$ cat config.mk
export PLATFORM = sky130hd
export DESIGN_NAME = wb_initiator_seq_flat
export DESIGN_NICKNAME = d
export VERILOG_FILES = /design/src/rtl/wb_initiator_seq_if.sv /design/src/rtl/wb_initiator_seq.sv /design/src/flat_wrapper.sv
export SDC_FILE = /design/constraint.sdc
export NUM_CORES = 1
export LEC_CHECK = 0
export CAP_MARGIN = 10
export CELL_PAD_IN_SITES_DETAIL_PLACEMENT = 0
export CELL_PAD_IN_SITES_GLOBAL_PLACEMENT = 1
export CORE_ASPECT_RATIO = 1.1
export CORE_MARGIN = 5
export CORE_UTILIZATION = 30
export DETAILED_ROUTE_END_ITERATION = 8
export GPL_TIMING_DRIVEN = 0
export HOLD_SLACK_MARGIN = 0.03
export PLACE_DENSITY_LB_ADDON = 0.1
export RECOVER_POWER = 100
export SKIP_CTS_REPAIR_TIMING = 1
export SLEW_MARGIN = 5
export SYNTH_ARGS = -nofsm -noshare
export SYNTH_HDL_FRONTEND = slang
export SYNTH_SLANG_ARGS = --single-unit
$ cat constraint.sdc
create_clock -name wb_clk_i -period 1.9 [get_ports wb_clk_i]
set_input_delay 0.38 -clock wb_clk_i [delete_from_list [all_inputs] [get_ports wb_clk_i]]
set_output_delay 0.38 -clock wb_clk_i [all_outputs]
set_load 0.01 [all_outputs]
$ cat src/rtl/wb_initiator_seq_if.sv
// Command/response and Wishbone initiator signal bundle for wb_initiator_seq.
// The master modport is the initiator's view; the slave modport is its environment.
interface wb_initiator_seq_if;
  logic        cmd_valid;
  logic        cmd_ready;
  logic        cmd_we;
  logic [31:0] cmd_adr;
  logic [31:0] cmd_dat;
  logic [3:0]  cmd_sel;
  logic        rsp_valid;
  logic        rsp_ready;
  logic [31:0] rsp_dat;
  logic        rsp_err;
  logic        wbm_cyc_o;
  logic        wbm_stb_o;
  logic        wbm_we_o;
  logic [3:0]  wbm_sel_o;
  logic [31:0] wbm_adr_o;
  logic [31:0] wbm_dat_o;
  logic        wbm_ack_i;
  logic [31:0] wbm_dat_i;

  modport master (
    input  cmd_valid, cmd_we, cmd_adr, cmd_dat, cmd_sel, rsp_ready, wbm_ack_i, wbm_dat_i,
    output cmd_ready, rsp_valid, rsp_dat, rsp_err,
    output wbm_cyc_o, wbm_stb_o, wbm_we_o, wbm_sel_o, wbm_adr_o, wbm_dat_o
  );

  modport slave (
    output cmd_valid, cmd_we, cmd_adr, cmd_dat, cmd_sel, rsp_ready, wbm_ack_i, wbm_dat_i,
    input  cmd_ready, rsp_valid, rsp_dat, rsp_err,
    input  wbm_cyc_o, wbm_stb_o, wbm_we_o, wbm_sel_o, wbm_adr_o, wbm_dat_o
  );
endinterface

$ cat src/rtl/wb_initiator_seq.sv
// Single-beat Wishbone classic initiator: one command in, one bus cycle, one response out.
// A watchdog aborts cycles whose responder never acks (e.g. an inactive user project).
module wb_initiator_seq #(
  parameter int unsigned TIMEOUT  = 255,
  parameter int unsigned TO_W     = 8,
  parameter logic [31:0] ERR_DATA = 32'hDEAD_BEEF
) (
  input  logic               wb_clk_i,
  input  logic               wb_rst_ni,
  wb_initiator_seq_if.master bus,
  output logic [15:0]        err_count
);

  typedef enum logic [1:0] {IDLE, BUS, RESP} state_e;

  localparam logic [TO_W-1:0] WD_LAST = TO_W'(TIMEOUT - 1);

  state_e          state_q;
  logic            cyc_q, stb_q, we_q;
  logic [3:0]      sel_q;
  logic [31:0]     adr_q, wdat_q;
  logic            rsp_valid_q, rsp_err_q;
  logic [31:0]     rsp_dat_q;
  logic [TO_W-1:0] wd_q;
  logic [15:0]     err_cnt_q;
  logic            ack;

  function automatic logic [15:0] sat_inc16(input logic [15:0] v);
    return (v == 16'hFFFF) ? v : v + 16'd1;
  endfunction

  // An inactive responder may leave ack floating; only a clean 1 counts.
  assign ack = (bus.wbm_ack_i == 1'b1);

  always_ff @(posedge wb_clk_i or negedge wb_rst_ni) begin
    if (!wb_rst_ni) begin
      state_q     <= IDLE;
      cyc_q       <= 1'b0;
      stb_q       <= 1'b0;
      we_q        <= 1'b0;
      sel_q       <= '0;
      adr_q       <= '0;
      wdat_q      <= '0;
      rsp_valid_q <= 1'b0;
      rsp_err_q   <= 1'b0;
      rsp_dat_q   <= '0;
      wd_q        <= '0;
      err_cnt_q   <= '0;
    end else begin
      case (state_q)
        IDLE: begin
          if (bus.cmd_valid) begin
            cyc_q   <= 1'b1;
            stb_q   <= 1'b1;
            we_q    <= bus.cmd_we;
            sel_q   <= bus.cmd_sel;
            adr_q   <= bus.cmd_adr;
            wdat_q  <= bus.cmd_we ? bus.cmd_dat : 32'd0;
            state_q <= BUS;
          end
        end
        BUS: begin
          if (ack) begin
            cyc_q       <= 1'b0;
            stb_q       <= 1'b0;
            we_q        <= 1'b0;
            sel_q       <= '0;
            adr_q       <= '0;
            wdat_q      <= '0;
            rsp_dat_q   <= we_q ? 32'd0 : bus.wbm_dat_i;
            rsp_err_q   <= 1'b0;
            rsp_valid_q <= 1'b1;
            state_q     <= RESP;
          end else begin
            wd_q <= wd_q + TO_W'(1);
            // Abort on the TIMEOUT-th stb cycle so stb is high exactly TIMEOUT cycles.
            if (wd_q == WD_LAST) begin
              cyc_q       <= 1'b0;
              stb_q       <= 1'b0;
              we_q        <= 1'b0;
              sel_q       <= '0;
              adr_q       <= '0;
              wdat_q      <= '0;
              rsp_dat_q   <= ERR_DATA;
              rsp_err_q   <= 1'b1;
              rsp_valid_q <= 1'b1;
              err_cnt_q   <= sat_inc16(err_cnt_q);
              state_q     <= RESP;
            end
          end
        end
        RESP: begin
          if (bus.rsp_ready) begin
            rsp_valid_q <= 1'b0;
            wd_q        <= '0;
            state_q     <= IDLE;
          end
        end
        default: state_q <= IDLE;
      endcase
    end
  end

  assign bus.cmd_ready = (state_q == IDLE);
  assign bus.rsp_valid = rsp_valid_q;
  assign bus.rsp_dat   = rsp_dat_q;
  assign bus.rsp_err   = rsp_err_q;
  assign bus.wbm_cyc_o = cyc_q;
  assign bus.wbm_stb_o = stb_q;
  assign bus.wbm_we_o  = we_q;
  assign bus.wbm_sel_o = sel_q;
  assign bus.wbm_adr_o = adr_q;
  assign bus.wbm_dat_o = wdat_q;
  assign err_count     = err_cnt_q;

endmodule

$ cat src/flat_wrapper.sv
// flat-port wrapper written by rule: the top's interface ports become plain ports
module wb_initiator_seq_flat 
#(
  parameter int unsigned TIMEOUT  = 255,
  parameter int unsigned TO_W     = 8,
  parameter logic [31:0] ERR_DATA = 32'hDEAD_BEEF
)
  (wb_clk_i, wb_rst_ni, err_count, bus_cmd_valid, bus_cmd_we, bus_cmd_adr, bus_cmd_dat, bus_cmd_sel, bus_rsp_ready, bus_wbm_ack_i, bus_wbm_dat_i, bus_cmd_ready, bus_rsp_valid, bus_rsp_dat, bus_rsp_err, bus_wbm_cyc_o, bus_wbm_stb_o, bus_wbm_we_o, bus_wbm_sel_o, bus_wbm_adr_o, bus_wbm_dat_o);
  wb_initiator_seq_if bus_i ();
  input  logic wb_clk_i;
  input  logic wb_rst_ni;
  output logic [15:0] err_count;
  input wire logic [$bits(bus_i.cmd_valid)-1:0] bus_cmd_valid;
  input wire logic [$bits(bus_i.cmd_we)-1:0] bus_cmd_we;
  input wire logic [$bits(bus_i.cmd_adr)-1:0] bus_cmd_adr;
  input wire logic [$bits(bus_i.cmd_dat)-1:0] bus_cmd_dat;
  input wire logic [$bits(bus_i.cmd_sel)-1:0] bus_cmd_sel;
  input wire logic [$bits(bus_i.rsp_ready)-1:0] bus_rsp_ready;
  input wire logic [$bits(bus_i.wbm_ack_i)-1:0] bus_wbm_ack_i;
  input wire logic [$bits(bus_i.wbm_dat_i)-1:0] bus_wbm_dat_i;
  output wire logic [$bits(bus_i.cmd_ready)-1:0] bus_cmd_ready;
  output wire logic [$bits(bus_i.rsp_valid)-1:0] bus_rsp_valid;
  output wire logic [$bits(bus_i.rsp_dat)-1:0] bus_rsp_dat;
  output wire logic [$bits(bus_i.rsp_err)-1:0] bus_rsp_err;
  output wire logic [$bits(bus_i.wbm_cyc_o)-1:0] bus_wbm_cyc_o;
  output wire logic [$bits(bus_i.wbm_stb_o)-1:0] bus_wbm_stb_o;
  output wire logic [$bits(bus_i.wbm_we_o)-1:0] bus_wbm_we_o;
  output wire logic [$bits(bus_i.wbm_sel_o)-1:0] bus_wbm_sel_o;
  output wire logic [$bits(bus_i.wbm_adr_o)-1:0] bus_wbm_adr_o;
  output wire logic [$bits(bus_i.wbm_dat_o)-1:0] bus_wbm_dat_o;
  assign bus_i.cmd_valid = bus_cmd_valid;
  assign bus_i.cmd_we = bus_cmd_we;
  assign bus_i.cmd_adr = bus_cmd_adr;
  assign bus_i.cmd_dat = bus_cmd_dat;
  assign bus_i.cmd_sel = bus_cmd_sel;
  assign bus_i.rsp_ready = bus_rsp_ready;
  assign bus_i.wbm_ack_i = bus_wbm_ack_i;
  assign bus_i.wbm_dat_i = bus_wbm_dat_i;
  assign bus_cmd_ready = bus_i.cmd_ready;
  assign bus_rsp_valid = bus_i.rsp_valid;
  assign bus_rsp_dat = bus_i.rsp_dat;
  assign bus_rsp_err = bus_i.rsp_err;
  assign bus_wbm_cyc_o = bus_i.wbm_cyc_o;
  assign bus_wbm_stb_o = bus_i.wbm_stb_o;
  assign bus_wbm_we_o = bus_i.wbm_we_o;
  assign bus_wbm_sel_o = bus_i.wbm_sel_o;
  assign bus_wbm_adr_o = bus_i.wbm_adr_o;
  assign bus_wbm_dat_o = bus_i.wbm_dat_o;
  wb_initiator_seq #(.TIMEOUT(TIMEOUT), .TO_W(TO_W), .ERR_DATA(ERR_DATA)) u_core (.wb_clk_i(wb_clk_i), .wb_rst_ni(wb_rst_ni), .bus(bus_i), .err_count(err_count));
endmodule
==> run_results.csv, run 1 <==
group,metric,value,unit
status,status,"complete, but fails checks",
status,violations,"negative setup slack",
routing,drt_iter0_drc,166,
floorplan,die_area,22300,um2
clock_tree,clock_path_buffers,2,
worst_setup_path,r2r-end,"u_core.bus.wbm_dat_o[14]",
routing,wirelength,16900,um
placement,hpwl,12300,um
power_and_ir_drop,peakVddDrop,0.000641,V
min_path,hold_class,"input pin to register",
logic_synthesis,post-synth-top-count-cell,"dfrtp_1",
sta,hold_violations,0,
sta,fin_skew,0.00844,ns
final_layout,final_cells,1019,
grt,overflow,0,
placement,placed_area,8420,um2
routing,viasPerCell,4.72,
clock_tree,cts_tree,"yes",
grt,grtUsageTotal,14.9,%
grt,grt_max_degree,83,
power_and_ir_drop,netSwitchingFraction,32.5,%
floorplan,die_y,156,um
worst_setup_path,crit_arrival,2.23,ns
floorplan,core,19100,um2
routing,vias,4813,
logic_synthesis,syn_nets,613,
worst_setup_path,max_stage_delay,0.43,ns
sta,finalMaxSlewViolations,0,
min_path,hold_path_depth,2,
sta,whs,0.419,ns
final_layout,nFillCells,1800,
power_and_ir_drop,p_seq_share,31.5,%
logic_synthesis,yosys_warnings,0,
power_and_ir_drop,p_leak,0.00417,uW
logic_synthesis,ys.flop_type,"dfrtp_1",
logic_synthesis,netlist_instances,504,
power_and_ir_drop,clockPowerShare,24.0,%
sta,period_needed,1.90,ns
routing,drt_pre_antenna_iters,4,
routing,drc,0,
min_path,min_from,"bus_wbm_ack_i",
run,drv_cap,0,
worst_setup_path,rrSetupSlack,-0.003,ns
final_layout,num-nets-final,868,
sta,slew_headroom,47.1,%
power_and_ir_drop,comb_power_share,44.5,%
clock_tree,root_buffer,"clkbuf_16",
grt,grt_pass1_wl,26700,um
grt,antenna_found_initial,0,
clock_tree,cts_sinks,130,
min_path,min_to,"u_core.bus.rsp_err",
sta,finalCritPeriodShare,100,%
logic_synthesis,yosysSeqAreaShare,56.0,%
clock_tree,clk_latency,0.41,ns
worst_setup_path,cp_max_fo,9,
floorplan,io_pins,228,
sta,timing.fmax,0.525,GHz
worst_setup_path,worstSetupEndpointType,"register",
grt,grt_pass1_vias,5141,
worst_setup_path,rr_startpoint,"u_core.wd_q[0]",
floorplan,die_w,143,um
final_layout,drive_above_1_share,10.9,%
floorplan,start_util,30.4,%
final_layout,num_antenna_cells,0,
final_layout,final_area,9270,um2
logic_synthesis,yosysUniqueCellTypes,47,
placement,dpl.cell_count,979,
logic_synthesis,syn_avg_cell_area,11.5,um2
clock_tree,cts_buffers,17,
sta,fin_ws,-0.00300,ns
worst_setup_path,rr_worst_depth,9,
floorplan,rows,53,
logic_synthesis,synth_common_cells,"dfrtp_1, nand2_1, a21o_1, nor4b_1, inv_1",
sta,rsz0062_at_grt,"true",
power_and_ir_drop,powerDensity,1490,nW/um2
worst_setup_path,cp.required,2.22,ns
placement,gp_congestion,0.800,
routing,post_drt_wl_per_cell,16.6,um
sta,tightest_slew,0.794,ns
worst_setup_path,crit_type,"register to register",
logic_synthesis,synth_area_leaders,"dfrtp_1, mux2i_1, nor4b_1",
worst_setup_path,start_kind,"register",
worst_setup_path,critPathSlowestCell,"dfrtp_2",
power_and_ir_drop,p_int,9350,uW
power_and_ir_drop,finalPower,13900,uW
worst_setup_path,path_cells,"inv_2 > ha_4 > and3_4 > a21oi_4 > buf_6 > a211oi_4 > buf_12 > clkbuf_16 > mux2i_1",
logic_synthesis,synth_top_area_share,56.0,%
placement,portBuffers,227,
logic_synthesis,netlist_area,5810,um2
logic_synthesis,yosysTopAreaCell,"dfrtp_1",
clock_tree,cts_max_level,4,
sta,setup_tns,-0.00587,ns
final_layout,syn2layout_area_growth,59.4,%
logic_synthesis,synth_edf_count,0,
power_and_ir_drop,switchingPower,4500,uW
sta,setup_viol,2,
clock_tree,clk_pin_slew,0.05,ns
routing,antenna_left,0,
logic_synthesis,ys_ff_latch,130,
logic_synthesis,synthArstFlopShare,100,%
## placed cells by master, fill, tap and decap left out, types with 6 or more instances in the layout
master           count
clkbuf_2             7
buf_6                7
nor4b_1             36
a21o_1              36
nand3_1              6
o22a_1              24
dfrtp_1            127
buf_4               10
inv_1               33
clkbuf_16           20
nor2b_1             26
nor2_1              11
nand2_1             44
a22o_1               8
nor4_1               6
xor2_1              17
clkdlybuf4s50_1    224
mux2i_1             32
clkbuf_1            15
## state kept, by name, summed over array words and instances, names as in the netlist
name,flops
u_core.bus.rsp_dat,32
u_core.bus.wbm_adr_o,32
u_core.bus.wbm_dat_o,32
u_core.err_count,16
u_core.wd_q,8
u_core.bus.wbm_sel_o,4
u_core.state_q,2
u_core.bus.rsp_err,1
u_core.bus.rsp_valid,1
u_core.bus.wbm_stb_o,1
u_core.bus.wbm_we_o,1
## kinds of logic (layout without fill, tap and decap cells)
group / after synthesis / count (layout) / synth area share (%)
xor gates and xnor gates: 21 / 21 / 3.16
and+or+nand+nor: 159 / 159 / 16.5
AOI/OAI and AO/OA: 85 / 85 / 12.1
DFF: 130 / 130 / 56.0
buffers and inverters: 72 / 340 / 5.68
muxes: 34 / 34 / 5.96
adders and majority gates: 3 / 3 / 0.646
## power groups by stage
| stage | clock (uW) | sequential [uW] | combinational (uW) |
|---|---|---|---|
| 6_report | 3330 | 4360 | 6160 |
| 5_1_grt | 3580 | 4480 | 6680 |
| 4_1_cts | 3450 | 4350 | 5840 |
| 3_5_place_dp | 0 | 4380 | 5820 |
| 3_3_place_gp | 0 | 4340 | 5730 |
| 2_1_floorplan | 0 | 4750 | 2490 |
## area by class of cell
| class | count | area, um2 | share of cell area, % |
|---|---|---|---|
| Buffer | 37 | 259 | 2.80 |
| Clock buffer | 20 | 447 | 4.82 |
| Clock inverter | 12 | 158 | 1.70 |
| Inverter | 34 | 128 | 1.38 |
| Multi-Input combinational cell | 302 | 2280 | 24.6 |
| Sequential cell | 130 | 3260 | 35.1 |
| Tap cell | 247 | 309 | 3.34 |
| Timing Repair Buffer | 237 | 2430 | 26.2 |
## worst max-delay path by stage
stage / endpoint / depth (start not counted) / slack, ns / startpoint
2_1_floorplan: u_core.bus.wbm_we_o / 6 / 0.07 / u_core.wd_q[0]
3_3_place_gp: u_core.bus.wbm_dat_o[26] / 1 / -4.96 / wb_rst_ni
3_5_place_dp: u_core.bus.wbm_dat_o[23] / 5 / -0.47 / bus_wbm_ack_i
4_1_cts: bus_cmd_ready / 4 / -0.54 / u_core.state_q[1]
5_1_grt: u_core.bus.wbm_dat_o[15] / 9 / -0.09 / u_core.wd_q[0]
6_report: u_core.bus.wbm_dat_o[14] / 9 / -0.003 / u_core.wd_q[0]
## routing by layer
layer	track usage (%)	vias to the layer above	share of wire (%)
met5	0	-	0
met4	4.84	0	1.4
met3	6.90	17	9.6
met2	25.1	160	49
met1	16.9	2359	40
li1	-	2277	-
## per-stage QoR
stage / utilization, % / setup WS [ns]
finish: 48.5 / -0.00300
global placement: 44.0 / -4.96
CTS: 47.3 / -0.539
global route: 48.5 / -0.0875
detailed placement: 44.1 / -0.473
floorplan: - / 0.0690
## critical path: cells and delay by family (launching register included)
| kind | cells | cell delay (ns) |
|---|---|---|
| fa+ha+maj | 1 | 0.12 |
| compound gates | 2 | 0.31 |
| mux | 1 | 0.18 |
| flops | 1 | 0.43 |
| buf+inv | 4 | 0.58 |
| simple gates | 1 | 0.19 |
No activity file was read; power rests on OpenSTA's default activity.
==> run 2, diff against run 1 <==
--- a/config.mk
+++ b/config.mk
@@ -10,9 +10,9 @@
 export CELL_PAD_IN_SITES_GLOBAL_PLACEMENT = 1
 export CORE_ASPECT_RATIO = 1.1
 export CORE_MARGIN = 5
-export CORE_UTILIZATION = 30
+export CORE_UTILIZATION = 36
+export CTS_CLUSTER_DIAMETER = 40
 export DETAILED_ROUTE_END_ITERATION = 8
-export GPL_TIMING_DRIVEN = 0
 export HOLD_SLACK_MARGIN = 0.03
 export PLACE_DENSITY_LB_ADDON = 0.1
 export RECOVER_POWER = 100
==> constraint.sdc (replaced) <==
create_clock -name wb_clk_i -period 2.19 [get_ports wb_clk_i]
set_input_delay 0.438 -clock wb_clk_i [delete_from_list [all_inputs] [get_ports wb_clk_i]]
set_output_delay 0.438 -clock wb_clk_i [all_outputs]
set_load 0.01 [all_outputs]
==> run_results.csv, run 2 (synthesis gave the netlist of run 1 again) <==
group,metric,value,unit
routing,viasPerCell,4.90,
final_layout,final_cells,947,
sta,fin_ws,0.185,ns
power_and_ir_drop,p_seq_share,33.1,%
routing,post_drt_wl_per_cell,17.1,um
worst_setup_path,max_stage_delay,0.43,ns
floorplan,die_area,18800,um2
power_and_ir_drop,peakVddDrop,0.000568,V
worst_setup_path,cp_max_fo,36,
sta,fin_skew,0.0107,ns
power_and_ir_drop,p_int,7520,uW
floorplan,core,15800,um2
sta,rsz0062_at_grt,"false",
power_and_ir_drop,p_leak,0.00426,uW
final_layout,syn2layout_area_growth,54.1,%
clock_tree,cts_max_level,4,
grt,overflow,0,
min_path,min_from,"u_core.bus.wbm_adr_o[30]",
final_layout,final_common_cell,"dfrtp_1",
sta,hold_violations,0,
routing,vias,4642,
clock_tree,cts_sinks,130,
routing,antenna_left,0,
clock_tree,cts_buffers,17,
final_layout,mostFrequentLayoutCells,"dfrtp_1, dlygate4sd3_1, clkdlybuf4s50_1, nand2_1",
worst_setup_path,startpoint,"u_core.wd_q[0]",
routing,routed.top_layer,"met4",
placement,dpl.cell_count,914,
sta,timing.fmax,0.499,GHz
sta,tightest_slew,0.816,ns
grt,grt_pass1_vias,5013,
run,drv_cap,0,
power_and_ir_drop,switchingPower,3740,uW
power_and_ir_drop,netSwitchingFraction,33.2,%
placement,gp_congestion,0.772,
worst_setup_path,path_cells,"inv_1 > ha_1 > and3_1 > a21oi_4 > a211o_1 > clkbuf_4 > a21o_1",
clock_tree,clock_path_buffers,2,
worst_setup_path,crit_type,"register to register",
worst_setup_path,critPathTopFamily,"compound AO/OA/AOI/OAI gates",
worst_setup_path,rr_startpoint,"u_core.wd_q[0]",
sta,finalCritPeriodShare,91.6,%
worst_setup_path,crit_arrival,2.31,ns
sta,whs,0.468,ns
final_layout,drive_above_1_share,8.30,%
routing,drt_iter0_drc,168,
floorplan,start_util,36.8,%
grt,grt_max_degree,54,
power_and_ir_drop,clockPowerShare,26.3,%
placement,hpwl,11400,um
routing,wirelength,16200,um
grt,grtUsageTotal,17.4,%
placement,place_ws,-0.0287,ns
clock_tree,clk_pin_slew,0.06,ns
worst_setup_path,start_kind,"register",
grt,grt_pass1_wl,26500,um
clock_tree,clk_latency,0.41,ns
sta,finalMaxSlewViolations,0,
floorplan,rows,48,
routing,drt_pre_antenna_iters,4,
worst_setup_path,cp.required,2.49,ns
clock_tree,cts_tree,"yes",
routing,met2WireLength,8020,um
final_layout,num_antenna_cells,0,
worst_setup_path,cp.buffers_inverters,2,
sta,slew_headroom,45.6,%
sta,period_needed,2.01,ns
floorplan,die_y,143,um
min_path,hold_class,"register to register",
routing,met3_length,1160,um
routing,wl_met1,6770,um
power_and_ir_drop,comb_power_share,40.6,%
floorplan,io_pins,228,
worst_setup_path,critPathSlowestCell,"dfrtp_1",
final_layout,num-nets-final,843,
floorplan,die_w,131,um
clock_tree,root_buffer,"clkbuf_16",
placement,portBuffers,227,
worst_setup_path,worstSetupEndpointType,"register",
routing,drc,0,
final_layout,nFillCells,1372,
status,status,"complete, no violations",
final_layout,utilization,56.7,%
grt,antenna_found_initial,0,
sta,setup_viol,0,
power_and_ir_drop,powerDensity,1260,nW/um2
## run 2: layout make-up
cell class,count,area [um2],share of cell area [%]
sequential,130,3250,36.3
inverter,34,128,1.42
tap,200,250,2.79
clock buffer,18,429,4.79
multi-input combinational,302,2230,24.9
clock inverter,14,189,2.11
timing repair buffer,249,2470,27.6
## run 2: power by group through the flow
stage	Clock (uW)	Combinational (uW)	Sequential, uW
finish	2960	4570	3730
global placement	0	4920	3760
floorplan	0	2160	4120
detailed placement	0	5020	3790
global route	3150	4970	3850
CTS	3030	5030	3780
## run 2: worst reg2reg max path, cell delays in order, from the launching register on
cell and delay [ns]:
dfrtp_1 0.43, inv_1 0.08, ha_1 0.13, and3_1 0.26, a21oi_4 0.11, a211o_1 0.29, clkbuf_4 0.32, a21o_1 0.27
## run 2: layer usage
metal,GRT usage [%],up-vias
met4,5.96,0
met3,6.34,18
met5,0,-
li1,-,2224
met1,20.9,2266
met2,29.0,134
## run 2: worst paths after layout
path                                            end  slack [ns]  cells past startpoint
max in group asynchronous  u_core.bus.wbm_adr_o[24]        0.76                      3
setup / recovery            u_core.bus.wbm_adr_o[9]        0.18                      7
setup reg to reg            u_core.bus.wbm_adr_o[9]        0.18                      7
hold reg to reg            u_core.bus.wbm_adr_o[30]        0.47                      1
min in group asynchronous    u_core.bus.rsp_dat[10]        0.65                      2
hold / removal             u_core.bus.wbm_adr_o[30]        0.47                      1
## run 2: per-stage QoR
stage                     power (uW)  instance area [um2]  TNS, ns
after floorplan                 6280                 5810        0
after global placement          8680                 8360        0
after detailed placement        8810                 8360   -0.108
after CTS                      11800                 8970  -0.0253
after global routing           12000                 8960        0
final                          11300                 8960        0
